File: config.mk
export PLATFORM = sky130hd
export DESIGN_NAME = op_unit_pipe
export DESIGN_NICKNAME = d
export VERILOG_FILES = /design/src/rtl/op_unit_pipe.sv
export SDC_FILE = /design/constraint.sdc
export NUM_CORES = 1
export LEC_CHECK = 0
export ABC_CLOCK_PERIOD_IN_PS = 4600
export BUFFER_PORTS_ARGS = -buffer_cell sky130_fd_sc_hd__clkbuf_2
export CAP_MARGIN = 30
export CORE_ASPECT_RATIO = 1.2
export CORE_MARGIN = 1
export CORE_UTILIZATION = 25
export CTS_CLUSTER_DIAMETER = 150
export DETAILED_ROUTE_END_ITERATION = 12
export GPL_ROUTABILITY_DRIVEN = 0
export HOLD_SLACK_MARGIN = 0.06
export REMOVE_ABC_BUFFERS = 1
export SLEW_MARGIN = 20
export SYNTH_ARGS = -nofsm -noshare
export SYNTH_HDL_FRONTEND = slang
export SYNTH_SLANG_ARGS = --single-unit
File: constraint.sdc
create_clock -name clk -period 4.6 [get_ports clk]
set_input_delay 0.92 -clock clk [delete_from_list [all_inputs] [get_ports clk]]
set_output_delay 0.92 -clock clk [all_outputs]
set_load 0.01 [all_outputs]
File: src/rtl/op_unit_pipe.sv
// Two-stage pipelined operator unit with valid/ready on both sides; S1 holds operands, S2 holds the result.
// Build option ILLEGAL_OP_TRAP_EN adds an illegal-opcode err output with a sticky err_seen latch.
module op_unit_pipe #(
    parameter int WIDTH = 4,
    parameter int OPW   = 4
) (
    input  logic             clk,
    input  logic             rst,
    input  logic             in_valid,
    output logic             in_ready,
    input  logic [OPW-1:0]   op,
    input  logic [WIDTH-1:0] a,
    input  logic [WIDTH-1:0] b,
    input  logic [WIDTH-1:0] c,
    input  logic [WIDTH-1:0] d,
    output logic             out_valid,
    input  logic             out_ready,
    output logic [WIDTH-1:0] result,
    output logic             flag,
    output logic             err
);

    localparam logic [OPW-1:0] OP_ADD = OPW'(0);
    localparam logic [OPW-1:0] OP_SHR = OPW'(1);
    localparam logic [OPW-1:0] OP_GT  = OPW'(2);
    localparam logic [OPW-1:0] OP_EQ  = OPW'(3);
    localparam logic [OPW-1:0] OP_AND = OPW'(4);
    localparam logic [OPW-1:0] OP_ROR = OPW'(5);
    localparam logic [OPW-1:0] OP_LOR = OPW'(6);
    localparam logic [OPW-1:0] OP_CAT = OPW'(7);
    localparam logic [OPW-1:0] OP_MAX = OPW'(8);
    localparam logic [WIDTH:0] SHIFT_LIM = (WIDTH+1)'(WIDTH);

    logic             s1_valid_q;
    logic [OPW-1:0]   op_q;
    logic [WIDTH-1:0] a_q, b_q, c_q, d_q;
    logic             out_valid_q;
    logic [WIDTH-1:0] result_q;
    logic             flag_q;

    logic             adv2;
    logic             in_fire;
    logic [WIDTH:0]   sum;
    logic [WIDTH-1:0] result_d;
    logic             flag_d;

    // S2 may drain and S1 refill in the same cycle, so in_ready looks through to out_ready.
    assign adv2     = s1_valid_q & (~out_valid_q | out_ready);
    assign in_ready = ~s1_valid_q | adv2;
    assign in_fire  = in_valid & in_ready;

    always_comb begin
        sum      = {1'b0, b_q} + {1'b0, c_q};
        result_d = '0;
        flag_d   = 1'b0;
        case (op_q)
            OP_ADD: begin
                result_d = sum[WIDTH-1:0];
                flag_d   = sum[WIDTH];
            end
            OP_SHR: result_d = ({1'b0, c_q} >= SHIFT_LIM) ? '0 : (b_q >> c_q);
            OP_GT:  result_d = WIDTH'(a_q > b_q);
            OP_EQ:  result_d = WIDTH'(a_q == d_q);
            OP_AND: result_d = b_q & c_q;
            OP_ROR: result_d = WIDTH'(|b_q);
            OP_LOR: result_d = WIDTH'((a_q > b_q) || (a_q > d_q));
            OP_CAT: result_d = {c_q[WIDTH/2-1:0], d_q[WIDTH-1:WIDTH/2]};
            OP_MAX: result_d = (a_q > b_q) ? a_q : b_q;
            default: begin
                result_d = '0;
                flag_d   = 1'b0;
            end
        endcase
    end

    always_ff @(posedge clk) begin
        if (in_fire) begin
            op_q <= op;
            a_q  <= a;
            b_q  <= b;
            c_q  <= c;
            d_q  <= d;
        end
    end

    always_ff @(posedge clk) begin
        if (rst) begin
            s1_valid_q  <= 1'b0;
            out_valid_q <= 1'b0;
            result_q    <= '0;
            flag_q      <= 1'b0;
        end else begin
            if (in_fire) begin
                s1_valid_q <= 1'b1;
            end else if (adv2) begin
                s1_valid_q <= 1'b0;
            end
            if (adv2) begin
                out_valid_q <= 1'b1;
                result_q    <= result_d;
                flag_q      <= flag_d;
            end else if (out_ready) begin
                out_valid_q <= 1'b0;
            end
        end
    end

    assign out_valid = out_valid_q;
    assign result    = result_q;
    assign flag      = flag_q;

`ifdef ILLEGAL_OP_TRAP_EN
    logic illegal;
    logic err_q;
    logic err_seen_q;

    assign illegal = (op_q > OP_MAX);

    always_ff @(posedge clk) begin
        if (rst) begin
            err_q      <= 1'b0;
            err_seen_q <= 1'b0;
        end else if (adv2) begin
            err_q <= illegal;
            if (illegal) begin
                err_seen_q <= 1'b1;
            end
        end
    end

    assign err = err_q | err_seen_q;
`else
    assign err = 1'b0;
`endif

endmodule
==> reports/qor.csv, run 1 <==
stage,metric,value,unit
outcome,status,"complete, no violations",
detailed_routing,dr.first_iter.drc_count,14,
floorplan,fp.dieW,73.9,microns
sta,skew,0.00424,ns
sta,finalHoldViolations,0,
setup_path,critPathArrivalTime,1.48,ns
pwr,p_per_area,272,nW/um^2
pwr,clkPwrFrac,26.4,%
logic_synthesis,async_flop_share,0,%
logic_synthesis,syn_area,1550,sq um
hold_path,hp-start,flag$_SDFFE_PP0P_,
logic_synthesis,synth_seq_area_share,47.7,%
clocking,cts_sinks,27,
setup_path,critPathLaunch,out_ready,
layout,register_area,741,sq um
floorplan,initial_core_util,25.8,%
layout,multi_input_area,771,sq um
setup_path,cp-start-kind,input pin,
pwr,switchingPower,128,uW
logic_synthesis,synth.area.top_cells,"edfxtp_1 (39%), ha_1 (10%), dfxtp_1 (9.0%)",
setup_path,crit_fanout,5,
pwr,p_sw_share,25.5,%
floorplan,core,6010,sq um
detailed_routing,num_vias,1190,
global_route,grt_use_total,10.4,%
global_route,grt_max_degree,21,
global_route,grt_pass1_vias,1133,
clocking,post_cts_resize_count,0,
setup_path,worst_ep_required_time,3.68,ns
layout,final_cell_mix,"clkbuf_2 (30), edfxtp_1 (20), ha_1 (13), a21oi_1 (10), nor2_1 (10)",
floorplan,die_h,88.3,microns
floorplan,die_area,6530,sq um
layout,mostFrequentLayoutCell,clkbuf_2,
logic_synthesis,synth_flop_cell,edfxtp_1,
logic_synthesis,syn_inst,142,
detailed_routing,via_per_inst,4.63,
pwr,pwr-share-seq,57.9,%
logic_synthesis,synth-edff-count,20,
pwr,pwr-share-comb,15.7,%
logic_synthesis,yosys.area.top_type_share,38.7,%
sta,period_needed,2.40,ns
detailed_routing,dr.pass1.iters,4,
layout,diodes,0,
sta,timing.final.crit_share,52.1,%
setup_path,path_class,input pin to output pin,
detailed_routing,drc,0,
clocking,cts_tree,done,
sta,setup_viol,0,
detailed_routing,ant_nets,0,
clocking,cts_setup_buffers,0,
global_route,grt.overflow.total,0,
layout,syn2layout_area_growth,18.8,%
sta,rsz0062_at_grt,no,
pwr,leakage,0.784,nW
sta,worstMarginPinSlew,0.847,ns
detailed_routing,wl,3150,microns
placed_design,port_buffers,30,
pwr,p_int,373,uW
hold_path,hold_path.class,flop to flop,
sta,slew_headroom,43.5,%
global_route,grt_pass1_wl,5120,microns
logic_synthesis,synthDistinctLibCells,41,
floorplan,io_pins,32,
detailed_routing,routedWlPerCell,12.2,microns
layout,fillers,626,
clocking,cts_root_buf,clkbuf_8,
global_route,grt_antenna_before_repair,0,
clocking,numCtsBuffers,3,
floorplan,fp-row-count,31,
logic_synthesis,synth-seq-cells,27,
clocking,clockBufferDepth,2,
layout,num-nets-final,214,
flow_run,maxCapViolations,0,
logic_synthesis,ys_warn_count,0,
logic_synthesis,yosys.area.top_type,edfxtp_1,
clocking,cts_max_level,1,
placed_design,dp_hpwl,2540,microns
logic_synthesis,syn-mean-instance-area,10.9,sq um
clocking,cts_hold_buffers,0,
sta,drv_slew,0,
sta,final.setup.tns,0,ns
setup_path,cp-end-kind,output pin,
layout,fin_area,1840,sq um
layout,drive_gt1_share,21.7,%
placed_design,placed_area,1800,sq um
pwr,peakVddDrop,0.190,mV
sta,fmax,417,MHz
clocking,clk_pin_slew,0.09,ns
setup_path,r2r-start,b_q[1]$_DFFE_PP_,
clocking,clk_latency,0.27,ns
synth_stat cells (all sizes together) (2+ instances only):
master and instances:
o21ai 6, xnor2 2, inv 9, mux2i 6, a211oi 2, nor3b 2
a31oi 2, edfxtp 20, dfxtp 7, nor2b 6, o211ai 2, a22oi 2
nor2 11, a21oi 11, nand2 8, ha 13, or3 2, nand2b 2
nor3 4, and2 3, nand3 3, o211a 3, o221ai 2
power by group through the flow:
stage,Combinational (mW),Sequential [mW],Clock (mW)
finish,0.0785,0.290,0.133
global route,0.0891,0.292,0.148
CTS,0.0789,0.291,0.138
detailed placement,0.0785,0.296,0
global placement,0.0776,0.296,0
floorplan,0.0548,0.291,0
critical path, stage by stage:
cell and delay [ns]:
clkbuf_2 0.08, nor2b_1 0.24, nand2_1 0.11, clkbuf_2 0.13
per-stage QoR:
stage	hold WS [ns]	instances	total power, mW	worst slack, ns	util (%)
after floorplan	0.474	141	0.346	2.42	-
after global placement	0.446	253	0.374	2.23	29.9
after detailed placement	0.452	253	0.375	2.21	29.9
after CTS	0.465	257	0.508	2.21	30.7
after global routing	0.481	257	0.529	2.14	30.7
final	0.458	257	0.501	2.20	30.7
kinds of logic after synthesis:
| kind of cell | Yosys count | share of synthesized area (%) |
|---|---|---|
| other cells | 1 | 0.242 |
| xor+xnor | 2 | 1.13 |
| flops | 27 | 47.7 |
| simple gates | 44 | 14.9 |
| compound gates | 38 | 17.7 |
| fa+ha+maj | 14 | 11.8 |
| buf+inv | 10 | 2.66 |
| mux | 6 | 3.87 |
area by class of cell:
type | instances | share of cell area [%]
inverter | 9 | 1.83
clock buffer | 3 | 2.24
multi-input combinational | 105 | 41.8
clock inverter | 1 | 0.271
timing repair buffer | 30 | 8.14
tap | 82 | 5.56
sequential | 27 | 40.2
path summary, 6_finish.rpt:
path / endpoint / slack (ns) / cells past startpoint
worst min register to register: flag$_SDFFE_PP0P_ / 0.46 / 2
worst max-delay path: in_ready / 2.20 / 4
worst min-delay path: flag$_SDFFE_PP0P_ / 0.46 / 2
worst max register to register: result[0]$_SDFFE_PP0P_ / 2.49 / 8
per-layer routing:
metal  GRT usage, %  share of wire [%]  vias up
li1               -                  -      606
met1           11.7                 42      537
met2           18.0                 50       34
met3           1.37                2.8       13
met4           7.52                5.6        0
met5              0                  0        -
state kept, by name, summed over array words and instances (netlist names):
signal / flops
flag: 1
a_q: 4
out_valid: 1
op_q: 4
result: 4
b_q: 4
s1_valid_q: 1
c_q: 4
d_q: 4
Note: power is estimated with default switching activity, not from simulation.
==> inputs of run 2 (changes only) <==
ABC_CLOCK_PERIOD_IN_PS = 2300   (was 4600)
clock period = 2.3 ns   (was 4.6 ns; I/O delays follow)
==> run 2 against run 1 <==
Against the previous run: power is 100% higher; global-route usage is 0.80 points higher; wire length is 5.9% higher; sequential power is 98% higher; combinational power is 120% higher; hold slack worse by 0.11 ns; setup slack worse by 1.9 ns; final cell count is 1.6% higher; sequential cell count stayed put; non-clock buffer count is 4 higher; clock power is 110% higher.
==> reports/qor.csv, run 2 (synthesis results as in run 1) <==
stage,metric,value,unit
outcome,status,"complete, no violations",
clocking,numCtsBuffers,3,
layout,drive_gt1_share,23.5,%
setup_path,crit_slowest_cell,edfxtp_1,
sta,period_needed,1.96,ns
setup_path,setup.worst_path.end,result[0]$_SDFFE_PP0P_,
detailed_routing,ant_nets,0,
layout,mostFrequentLayoutCell,clkbuf_2,
placed_design,dp_hpwl,2690,microns
setup_path,crit_chain,ha_1 > nor2b_1 > o211ai_2 > a21oi_4 > mux2i_1 > o211ai_1 > a211o_1,
floorplan,die_h,88.3,microns
flow_run,maxCapViolations,0,
global_route,grt.overflow.total,0,
sta,finalHoldViolations,0,
sta,fmax,510,MHz
layout,diodes,0,
sta,setup_slack,0.339,ns
detailed_routing,wl,3330,microns
clocking,post_cts_resize_count,0,
setup_path,cpLargestDelayFamily,compound AO/OA/AOI/OAI gates,
sta,final.setup.tns,0,ns
setup_path,cp.depth,7,
global_route,grt_antenna_before_repair,0,
floorplan,initial_core_util,25.8,%
detailed_routing,via_per_inst,4.57,
layout,register_area,741,sq um
layout,fillers,624,
sta,drv_slew,0,
placed_design,port_buffers,30,
detailed_routing,dr.first_iter.drc_count,35,
floorplan,die_area,6530,sq um
sta,setup_viol,0,
setup_path,reg2reg_slack,0.34,ns
clocking,cts_hold_buffers,0,
clocking,clockBufferDepth,2,
detailed_routing,drc,0,
clocking,clk_latency,0.28,ns
detailed_routing,num_vias,1193,
setup_path,crit_fanout,6,
setup_path,reg2regPathDepth,7,
clocking,cts_root_buf,clkbuf_8,
setup_path,critPathLaunch,a_q[1]$_DFFE_PP_,
clocking,cts_setup_buffers,0,
setup_path,cp-end-kind,flop,
layout,multi_input_area,771,sq um
floorplan,fp.dieW,73.9,microns
setup_path,path_class,flop to flop,
pwr,peakVddDrop,0.263,mV
global_route,grt_max_degree,21,
detailed_routing,dr.pass1.iters,4,
clocking,clk_pin_slew,0.09,ns
sta,slew_headroom,42.3,%
setup_path,max_stage_delay,0.44,ns
setup_path,worst_ep_required_time,2.48,ns
setup_path,cp-start-kind,flop,
setup_path,path_buf_inv,0,
floorplan,fp-row-count,31,
sta,rsz0062_at_grt,no,
placed_design,dp_worst_setup_slack,0.327,ns
sta,timing.final.crit_share,85.3,%
layout,syn2layout_area_growth,20.7,%
setup_path,critPathArrivalTime,2.14,ns
clocking,cts_tree,done,
layout,final_cell_mix,"clkbuf_2 (30), edfxtp_1 (20), ha_1 (13), a21oi_1 (10), nor2_1 (10)",
sta,skew,0.00187,ns
pwr,leakage,0.804,nW
sta,worstMarginPinSlew,0.865,ns
setup_path,crit-reg2reg-capture,result[0]$_SDFFE_PP0P_,
global_route,grt_pass1_wl,5480,microns
clocking,cts_max_level,1,
clocking,cts_sinks,27,
layout,num-nets-final,218,
pwr,p_per_area,545,nW/um^2
setup_path,r2r-start,a_q[1]$_DFFE_PP_,
global_route,grt_pass1_vias,1197,
floorplan,core,6010,sq um
detailed_routing,routedWlPerCell,12.8,microns
hold_path,hold_path.class,input pin to flop,
global_route,grt_use_total,11.2,%
floorplan,io_pins,32,
-- run 2: changes by cell type in the layout (fill, tap and decap cells not counted) --
cell	change
buf_4	+4
-- run 2: worst reg2reg max path, stage by stage (launching register included) --
cell      delay [ns]
edfxtp_1        0.44
ha_1            0.32
nor2b_1         0.17
o211ai_2        0.11
a21oi_4         0.24
mux2i_1         0.21
o211ai_1        0.11
a211o_1         0.26
-- run 2: report_power, final --
group          internal [mW]  switching (mW)  total (mW)
Clock                  0.122           0.154       0.276
Sequential             0.551          0.0239       0.575
Combinational         0.0790          0.0915       0.170
-- run 2: how the worst min path moves through the flow --
| stage | end | cells after the start | start | slack [ns] |
|---|---|---|---|---|
| 6_report | c_q[3]$_DFFE_PP_ | 1 | c[3] | 0.35 |
| 3_3_place_gp | flag$_SDFFE_PP0P_ | 2 | flag$_SDFFE_PP0P_ | 0.45 |
| 4_1_cts | c_q[3]$_DFFE_PP_ | 1 | c[3] | 0.34 |
| 5_1_grt | a_q[1]$_DFFE_PP_ | 1 | a[1] | 0.33 |
| 2_1_floorplan | flag$_SDFFE_PP0P_ | 2 | flag$_SDFFE_PP0P_ | 0.47 |
| 3_5_place_dp | flag$_SDFFE_PP0P_ | 2 | flag$_SDFFE_PP0P_ | 0.45 |
-- run 2: through the flow --
| stage | instance area (sq um) | total power, mW | hold slack, ns | util [%] | cells |
|---|---|---|---|---|---|
| 2_1_floorplan | 1550 | 0.692 | 0.474 | - | 141 |
| 3_3_place_gp | 1830 | 0.754 | 0.445 | 30.4 | 257 |
| 3_5_place_dp | 1830 | 0.757 | 0.453 | 30.4 | 257 |
| 4_1_cts | 1870 | 1.03 | 0.339 | 31.2 | 261 |
| 5_1_grt | 1870 | 1.07 | 0.332 | 31.2 | 261 |
| 6_report | 1870 | 1.02 | 0.346 | 31.2 | 261 |
-- run 2: final cells by class --
cell class                 count  area share [%]
multi-input combinational    105            41.1
sequential                    27            39.5
timing repair buffer          34            9.61
tap                           82            5.47
clock buffer                   3            2.20
inverter                       9            1.80
clock inverter                 1           0.267
-- run 2: per-layer routing --
| layer | GRT usage, % | vias to the layer above | part of all wire (%) | wire, microns |
|---|---|---|---|---|
| li1 | - | 615 | - | - |
| met1 | 12.6 | 538 | 42 | 1400 |
| met2 | 19.8 | 31 | 52 | 1720 |
| met3 | 1.59 | 9 | 2.8 | 92 |
| met4 | 7.17 | 0 | 3.6 | 119 |
| met5 | 0 | - | 0 | 0 |
==> inputs of run 3 (changes only) <==
ABC_AREA = 1   (was default)
SETUP_SLACK_MARGIN = 0.3   (was default)
==> run 3 against run 2 <==
Against the previous run: global-route usage shrank 0.62 points; setup slack better by 0.092 ns; clock power is 1% lower; die area grew 2.7%; wire length fell by 3.3%; sequential power hardly changed; fmax up 4.9%; sequential cell count unchanged; core utilization increased by 0.42 points; clock skew grew 0.0023 ns; largest power group unchanged.
==> reports/qor.csv, run 3 <==
stage,metric,value,unit
layout,mostFrequentLayoutCell,nand2_1,
logic_synthesis,synth-edff-count,20,
setup_path,cp_common_cell,nor3_1,
hold_path,hold_path.class,input pin to flop,
clocking,cts_sinks,27,
logic_synthesis,syn_inst,192,
placed_design,dp_hpwl,2640,microns
floorplan,io_pins,32,
setup_path,max_stage_delay,0.46,ns
pwr,p_sw_share,26.3,%
logic_synthesis,synth.area.top_cells,"edfxtp_1 (38%), nand2_1 (13%), ha_1 (10%)",
logic_synthesis,yosys.area.top_type_share,37.6,%
clocking,cts_hold_buffers,0,
sta,finalHoldViolations,0,
sta,rsz0062_at_grt,no,
logic_synthesis,synthTopCellsByCount,"nand2_1 (55), inv_1 (26), edfxtp_1 (20), nand3_1 (18)",
floorplan,die_area,6710,sq um
pwr,p_per_area,525,nW/um^2
pwr,clkPwrFrac,26.9,%
setup_path,critPathArrivalTime,2.05,ns
pwr,pwr-share-seq,56.6,%
sta,setup_slack,0.430,ns
flow_run,maxCapViolations,0,
setup_path,cp-end-kind,flop,
setup_path,crit_chain,ha_1 > fa_1 > nor2_1 > nor3_1 > nor3_1 > o21ai_1 > nand2_1 > a21oi_2,
placed_design,port_buffers,30,
clocking,clockBufferDepth,2,
logic_synthesis,synth_most_common_cell,nand2_1,
logic_synthesis,synth_flop_cell,edfxtp_1,
logic_synthesis,synthDistinctLibCells,26,
floorplan,initial_core_util,26.2,%
sta,fmax,535,MHz
layout,diodes,0,
sta,timing.final.crit_share,81.3,%
logic_synthesis,yosys.area.top_type,edfxtp_1,
detailed_routing,num_vias,1344,
clocking,clk_latency,0.28,ns
clocking,cts_root_buf,clkbuf_8,
setup_path,crit_slowest_cell,edfxtp_1,
pwr,peakVddDrop,0.270,mV
sta,skew,0.00417,ns
global_route,grt_max_degree,21,
setup_path,cpLargestDelayFamily,adder cells,
floorplan,die_h,89.5,microns
sta,drv_slew,0,
logic_synthesis,syn-mean-instance-area,8.32,sq um
clocking,clk_pin_slew,0.09,ns
clocking,post_cts_resize_count,0,
global_route,grt_antenna_before_repair,0,
detailed_routing,dr.first_iter.drc_count,20,
logic_synthesis,ys_warn_count,0,
layout,syn2layout_area_growth,20.5,%
clocking,numCtsBuffers,3,
floorplan,fp.dieW,75.0,microns
detailed_routing,via_per_inst,4.31,
setup_path,cp-start-kind,flop,
global_route,grt_pass1_vias,1228,
floorplan,core,6090,sq um
logic_synthesis,syn_area,1600,sq um
detailed_routing,wl,3220,microns
outcome,status,"complete, no violations",
setup_path,path_buf_inv,0,
layout,num-nets-final,269,
pwr,p_int,744,uW
detailed_routing,dr.pass1.iters,4,
clocking,cts_max_level,1,
global_route,grt.overflow.total,0,
detailed_routing,drc,0,
clocking,cts_tree,done,
sta,period_needed,1.87,ns
layout,drive_gt1_share,22.2,%
logic_synthesis,synth_seq_area_share,46.4,%
pwr,leakage,0.917,nW
setup_path,crit_fanout,4,
global_route,grt_pass1_wl,5260,microns
pwr,pwr-share-comb,16.5,%
pwr,power,1.01,mW
logic_synthesis,synth-seq-cells,27,
setup_path,path_class,flop to flop,
placed_design,dp_worst_setup_slack,0.413,ns
pwr,switchingPower,266,uW
sta,final.setup.tns,0,ns
logic_synthesis,async_flop_share,0,%
layout,final_cell_mix,"nand2_1 (55), clkbuf_2 (30), inv_1 (26), edfxtp_1 (20), nand3_1 (18)",
layout,fillers,646,
detailed_routing,routedWlPerCell,10.3,microns
detailed_routing,ant_nets,0,
global_route,grt_use_total,10.6,%
sta,setup_viol,0,
setup_path,worst_ep_required_time,2.48,ns
floorplan,fp-row-count,31,
==> run 3: changes by cell type after synthesis, sizes merged, moves of 3 or more <==
cell	previous run	this run
nor2b	6	0
mux2i	6	0
a21oi	11	14
nand3	3	19
nand2	8	56
and2	3	0
o211a	3	0
inv	9	29
==> run 3: worst paths after layout <==
path                            slack, ns  cells after the start                     end         startpoint
worst max-delay path                 0.43                      8  result[2]$_SDFFE_PP0P_   c_q[0]$_DFFE_PP_
worst min-delay path                 0.35                      1        c_q[1]$_DFFE_PP_               c[1]
worst max register to register       0.43                      8  result[2]$_SDFFE_PP0P_   c_q[0]$_DFFE_PP_
worst min register to register       0.48                      2       flag$_SDFFE_PP0P_  flag$_SDFFE_PP0P_
==> run 3: worst reg2reg max path, stage by stage (launching register included) <==
cell,delay [ns]
edfxtp_1,0.46
ha_1,0.27
fa_1,0.41
nor2_1,0.12
nor3_1,0.06
nor3_1,0.23
o21ai_1,0.10
nand2_1,0.09
a21oi_2,0.05
==> run 3: power by group through the flow <==
stage               combinational [mW]  clock [mW]  sequential [mW]
floorplan                        0.108           0            0.580
global placement                 0.161           0            0.584
global route                     0.195       0.303            0.576
CTS                              0.163       0.286            0.573
finish                           0.166       0.272            0.572
detailed placement               0.162           0            0.585
==> run 3: per-layer routing <==
layer / vias to the layer above / wire length (microns) / GRT usage (%)
met1: 604 / 1300 / 11.6
li1: 706 / - / -
met5: - / 0 / 0
met3: 5 / 94 / 1.13
met2: 29 / 1750 / 19.7
met4: 0 / 72 / 6.00
==> run 3: layout make-up <==
class / instances / area (sq um) / area share [%]
flip-flops and latches: 27 / 741 / 38.5
multi-input cells: 134 / 736 / 38.2
repair buffers: 35 / 188 / 9.75
inverters: 30 / 113 / 5.85
well taps: 82 / 103 / 5.33
clock buffers: 4 / 45.0 / 2.34
==> run 3: logic make-up (layout without fill, tap and decap cells) <==
kind of cell / count (synthesis) / count (layout) / share of synthesized area, %
flip-flops: 27 / 27 / 46.4
AND/OR/NAND/NOR: 97 / 97 / 27.0
adder cells (fa/ha/maj): 14 / 14 / 11.4
AO/OA/AOI/OAI: 22 / 22 / 7.44
other: 1 / 1 / 0.235
buffers and inverters: 31 / 69 / 7.52
==> run 3: per-stage QoR <==
stage	utilization [%]	std cells	instance area [sq um]	hold WS, ns
2_1_floorplan	-	191	1590	0.484
3_3_place_gp	30.5	305	1860	0.467
3_5_place_dp	30.5	305	1860	0.476
4_1_cts	31.2	309	1900	0.340
5_1_grt	31.6	312	1920	0.335
6_report	31.6	312	1920	0.348
==> run 3: timing repair <==
item / 4_1_cts / 5_1_grt
endpoints found under the setup margin: 0 / 1
buffers inserted: 0 / 3
endpoints found under the hold margin: 0 / 0
